### src/rtl/bus_arbiter_ctrl_pkg.sv
// Shared definitions for the two-master / five-slave bus controller.
//   - arb_state_t : arbiter state encoding
//   - NUM_SLAVES  : number of decoded slaves
//   - RD_*        : read-data mux select codes (000 = zero, 001..101 = slave 0..4)
//   - rd_code()   : slave index -> read-data select code
package bus_arbiter_ctrl_pkg;

    typedef enum logic [1:0] {
        IDLE = 2'b00,
        GNT0 = 2'b01,
        GNT1 = 2'b10
    } arb_state_t;

    localparam int NUM_SLAVES = 5;

    localparam logic [2:0] RD_NONE = 3'b000;
    localparam logic [2:0] RD_S0   = 3'b001;
    localparam logic [2:0] RD_S1   = 3'b010;
    localparam logic [2:0] RD_S2   = 3'b011;
    localparam logic [2:0] RD_S3   = 3'b100;
    localparam logic [2:0] RD_S4   = 3'b101;

    // Slave i is routed on mux input i+1; input 0 is tied to zero.
    function automatic logic [2:0] rd_code(input logic [2:0] idx);
        return idx + 3'd1;
    endfunction

endpackage

### src/rtl/bus_arbiter_ctrl_addr_decoder.sv
// Combinational slave decoder.
//   idx    in  3           slave-index field of the bus address
//   en     in  1           a master currently owns the bus
//   s_sel  out NUM_SLAVES  one-hot slave select (all zero when disabled/unmapped)
//   mapped out 1           idx addresses an existing slave
module addr_decoder
    import bus_arbiter_ctrl_pkg::*;
(
    input  logic [2:0]            idx,
    input  logic                  en,
    output logic [NUM_SLAVES-1:0] s_sel,
    output logic                  mapped
);

    always_comb begin
        mapped = (idx < 3'(NUM_SLAVES));
        s_sel  = '0;
        for (int i = 0; i < NUM_SLAVES; i++) begin
            s_sel[i] = en && mapped && (idx == 3'(i));
        end
    end

endmodule

### src/rtl/bus_arbiter_ctrl.sv
// Bus controller for two masters sharing one bus to five slaves.
// Arbitrates ownership (alternating tie-break, bounded hold while the other
// master waits), drives the master mux select, decodes the slave select and
// registers the read-data mux select one cycle behind the address phase.
//   clk, reset        clock, synchronous active-high reset
//   m0_req, m1_req    master requests (held for the whole tenure)
//   bus_addr, bus_wr  muxed address and write strobe
//   m0_grant/m1_grant registered ownership
//   m_sel             master mux select (0 = M0, 1 = M1), held through IDLE
//   s_sel             combinational one-hot slave select
//   rd_sel            registered read-data mux select
// Handshake: a master owns the bus for every cycle its grant is high; the
// grant follows the request with one cycle of latency, and a request must be
// held until the grant is observed and for the whole transfer sequence.
module bus_arbiter_ctrl
    import bus_arbiter_ctrl_pkg::*;
#(
    parameter int ADDR_W   = 16,
    parameter int DEC_LSB  = 8,
    parameter int MAX_HOLD = 8
) (
    input  logic                  clk,
    input  logic                  reset,
    input  logic                  m0_req,
    input  logic                  m1_req,
    input  logic [ADDR_W-1:0]     bus_addr,
    input  logic                  bus_wr,
    output logic                  m0_grant,
    output logic                  m1_grant,
    output logic                  m_sel,
    output logic [NUM_SLAVES-1:0] s_sel,
    output logic [2:0]            rd_sel
);

    arb_state_t state_q, state_d;
    logic [7:0] hold_cnt_q, hold_cnt_d;
    logic       last_owner_q, last_owner_d;   // 0 = M0, 1 = M1
    logic       m0_grant_q, m0_grant_d;
    logic       m1_grant_q, m1_grant_d;
    logic       m_sel_q, m_sel_d;
    logic [2:0] rd_sel_q, rd_sel_d;

    logic [2:0] idx;
    logic       mapped;
    logic       grant_active;
    logic       at_max;
    logic       other_req;

    // Only the slave-index field is decoded; the rest of the address belongs
    // to the slaves.
    logic unused_addr_bits;
    assign unused_addr_bits = ^{bus_addr[ADDR_W-1:DEC_LSB+3], bus_addr[DEC_LSB-1:0]};

    assign idx          = bus_addr[DEC_LSB+2:DEC_LSB];
    assign grant_active = (state_q != IDLE);
    assign at_max       = (hold_cnt_q == 8'(MAX_HOLD - 1));

    addr_decoder u_dec (
        .idx    (idx),
        .en     (grant_active),
        .s_sel  (s_sel),
        .mapped (mapped)
    );

    always_comb begin
        state_d = state_q;
        case (state_q)
            IDLE: begin
                if (m0_req && m1_req) state_d = last_owner_q ? GNT0 : GNT1;
                else if (m0_req)      state_d = GNT0;
                else if (m1_req)      state_d = GNT1;
            end
            GNT0: begin
                if (!m0_req)             state_d = m1_req ? GNT1 : IDLE;
                else if (m1_req && at_max) state_d = GNT1;
            end
            GNT1: begin
                if (!m1_req)             state_d = m0_req ? GNT0 : IDLE;
                else if (m0_req && at_max) state_d = GNT0;
            end
            default: state_d = IDLE;
        endcase

        // Counts only cycles in which the other master is kept waiting.
        other_req  = (state_q == GNT0) ? m1_req : m0_req;
        hold_cnt_d = '0;
        if (state_d == state_q && state_q != IDLE) begin
            if (other_req && !at_max) hold_cnt_d = hold_cnt_q + 8'd1;
            else                      hold_cnt_d = hold_cnt_q;
        end

        last_owner_d = last_owner_q;
        if (state_d != state_q) begin
            if (state_d == GNT0) last_owner_d = 1'b0;
            if (state_d == GNT1) last_owner_d = 1'b1;
        end

        m0_grant_d = (state_d == GNT0);
        m1_grant_d = (state_d == GNT1);
        m_sel_d    = (state_d == GNT1) ? 1'b1 :
                     (state_d == GNT0) ? 1'b0 : m_sel_q;

        rd_sel_d = (grant_active && !bus_wr && mapped) ? rd_code(idx) : RD_NONE;
    end

    always_ff @(posedge clk) begin
        if (reset) begin
            state_q      <= IDLE;
            hold_cnt_q   <= '0;
            last_owner_q <= 1'b1;
            m0_grant_q   <= 1'b0;
            m1_grant_q   <= 1'b0;
            m_sel_q      <= 1'b0;
            rd_sel_q     <= RD_NONE;
        end else begin
            state_q      <= state_d;
            hold_cnt_q   <= hold_cnt_d;
            last_owner_q <= last_owner_d;
            m0_grant_q   <= m0_grant_d;
            m1_grant_q   <= m1_grant_d;
            m_sel_q      <= m_sel_d;
            rd_sel_q     <= rd_sel_d;
        end
    end

    assign m0_grant = m0_grant_q;
    assign m1_grant = m1_grant_q;
    assign m_sel    = m_sel_q;
    assign rd_sel   = rd_sel_q;

endmodule
### config.mk
export PLATFORM = sky130hd
export DESIGN_NAME = bus_arbiter_ctrl
export DESIGN_NICKNAME = d
export VERILOG_FILES = /design/src/rtl/bus_arbiter_ctrl_pkg.sv /design/src/rtl/bus_arbiter_ctrl_addr_decoder.sv /design/src/rtl/bus_arbiter_ctrl.sv
export SDC_FILE = /design/constraint.sdc
export NUM_CORES = 1
export LEC_CHECK = 0
export ABC_CLOCK_PERIOD_IN_PS = 3910
export BUFFER_PORTS_ARGS = -buffer_cell sky130_fd_sc_hd__buf_2
export CAP_MARGIN = 5
export CORE_UTILIZATION = 49
export DETAILED_ROUTE_END_ITERATION = 8
export PLACE_DENSITY = 0.9
export SYNTH_ARGS = -nofsm -noshare
export SYNTH_HDL_FRONTEND = slang
export SYNTH_HIERARCHICAL = 1
export SYNTH_SLANG_ARGS = --single-unit
### constraint.sdc
create_clock -name clk -period 3.91 [get_ports clk]
set_clock_uncertainty 0.2 [all_clocks]
set_input_delay 0.391 -clock clk [delete_from_list [all_inputs] [get_ports clk]]
set_output_delay 0.391 -clock clk [all_outputs]
set_load 0.01 [all_outputs]
==> impl_metrics.ini <==
[synthesis]
synth_flop_cell = dfxtp_1
netlist_instances = 107
yosysTopAreaCell = dfxtp_1
post-synth-top-area-fraction_pct = 35.1
ys_seq_area_share_pct = 35.1
syn_nets = 132
ys_types = 36
avgSynthCellArea_um2 = 9.06
ys_ff_latch = 17
ys_top_cells_by_area = dfxtp_1, a211oi_1, ha_1
ys_async_sr_fraction_pct = 0
synth_edf_count = 0
syn_area_um2 = 970
ys_warn_count = 6

[drt]
wl_per_cell_um = 13.0
ant_nets = 0
viasPerCell = 5.91
vias = 887
drcViolationCount = 0
first_pass_iters = 4
wl_um = 1950
drtIter0Drc = 21

[grt]
grt_max_degree = 15
overflow = 0
grt_usage_pct = 20.1
antenna_found_initial = 0
first_global_vias = 728
grt_pass1_wl_um = 3110

[floorplanning]
core_area_um2 = 1780
die-area_um2 = 2160
io_pins = 32
die_h_um = 46.5
start_util_pct = 54.4
die_w_um = 46.5
fp-row-count = 15

[cells_and_area]
postLayoutCoreUtil_pct = 61.1
diodes = 0
nets = 151
drive_gt1_share_pct = 22.4
final_area_um2 = 1090
stdcell_count = 150
syn2layout_area_growth_pct = 12.3

[sta]
min_period_ps = 2540
fin_setup_tns_ps = 0
rsz0062_at_grt = no
hold_violations = 0
clock.fmax_ghz = 0.393
worst_slew_pin_slew_ps = 838
setup_viol = 0
maxSlewHeadroom_pct = 42.6
drv_slew = 0
finalCritPeriodShare_pct = 65.1

[setup_path]
cp-start-kind = flip-flop
cp-end-kind = flip-flop
cp.arrival_ps = 2560
cp_max_fo = 6
required_ps = 3930
path_class = reg2reg

[run_status]
status = finished, final reports clean

[pwr]
p_leak_nw = 0.448
powerDensity_nw_per_um2 = 322
finalPower_mw = 0.351
peakVddDrop_v = 0.000256

[cts]
cts_tree = built
cts_setup_buffers = 0
cts_root_buf = clkbuf_4
clkTransAtPathRegs_ps = 90
cts_resized = 0
clkLatencyLatePin_ps = 280
cts_buffer_depth = 2
h-tree-depth = 1
clock-sinks = 17
cts_hold_repair.buffers = 0
numCtsBuffers = 3

[job]
drv_cap = 0

[placed_design]
placed_area_um2 = 1060
dp_hpwl_um = 1430
gp_congestion = 0.780
io_buffers = 18
dp_cells = 146

[hold_path]
min_path_type = in2reg
through the flow:
| step | setup WS [ps] | hold slack, ps |
|---|---|---|
| after floorplan | 1640 | 260 |
| after global placement | 1430 | 242 |
| after detailed placement | 1390 | 252 |
| after CTS | 1360 | 120 |
| after global routing | 1080 | 119 |
| final | 1370 | 126 |
logic make-up after synthesis:
family,Yosys count,synth area share [%]
AO/OA/AOI/OAI,31,22.1
AND/OR/NAND/NOR,39,25.8
adder cells (fa/ha/maj),4,5.16
buffers and inverters,9,4.90
multiplexers,5,5.16
flip-flops,17,35.1
XOR/XNOR,2,1.81
sequential cells by signal, summed over array words and instances, names as in the netlist:
signal        cells
rd_sel            3
m_sel             1
state_q           2
hold_cnt_q        8
m1_grant          1
m0_grant          1
last_owner_q      1
cell usage after synthesis, types with 3 or more instances:
cell / count
inv_1: 5
o21ai_0: 8
nor2b_1: 3
nand3_1: 3
and4bb_2: 3
dfxtp_1: 17
or4_1: 3
a211oi_1: 8
mux2i_1: 5
nand2_1: 5
or3_1: 3
a21oi_1: 3
ha_1: 4
nor2_1: 9
worst max-delay path, cell delays in order (launching register included):
cell and delay (ps):
dfxtp_1 380, ha_1 170, and2_1 200, and3_1 300
mux2i_1 300, o21ai_0 130, ha_1 340, a211oi_1 230
mux2i_1 220
path summary, 6_finish.rpt:
check             slack, ps          start      endpoint  cells after the start
setup reg to reg       1370  hold_cnt_q[0]  last_owner_q                      8
setup / recovery       1370  hold_cnt_q[0]  last_owner_q                      8
hold / removal          130          reset         m_sel                      2
hold reg to reg         270          m_sel         m_sel                      2
cell type report:
type                            count  area [um^2]
Fill cell                         158          694
Multi-Input combinational cell     81          582
Sequential cell                    17          340
Timing Repair Buffer               18         90.1
Tap cell                           25         31.3
Clock buffer                        4         26.3
Inverter                            5         18.8
power breakdown:
part	switching, mW	total (mW)	internal (mW)	leakage (nW)
clock	0.0534	0.0930	0.0396	0.0150
sequential	0.00745	0.188	0.180	0.138
combinational	0.0400	0.0698	0.0298	0.295
layout by cell type (no fill, tap or decap), types with 4 or more instances in the layout:
master	n
dfxtp_1	17
nor2_1	9
buf_2	18
ha_1	4
nand2_1	5
a211oi_1	8
inv_1	5
o21ai_0	8
mux2i_1	5
layer usage:
metal | global-route usage, % | up-vias | share of wire, %
li1 | - | 446 | -
met1 | 27.3 | 405 | 46
met2 | 30.6 | 32 | 47
met3 | 3.53 | 4 | 4.7
met4 | 8.82 | 0 | 1.5
met5 | 0 | - | 0
Power figures use the tool's default switching activity.
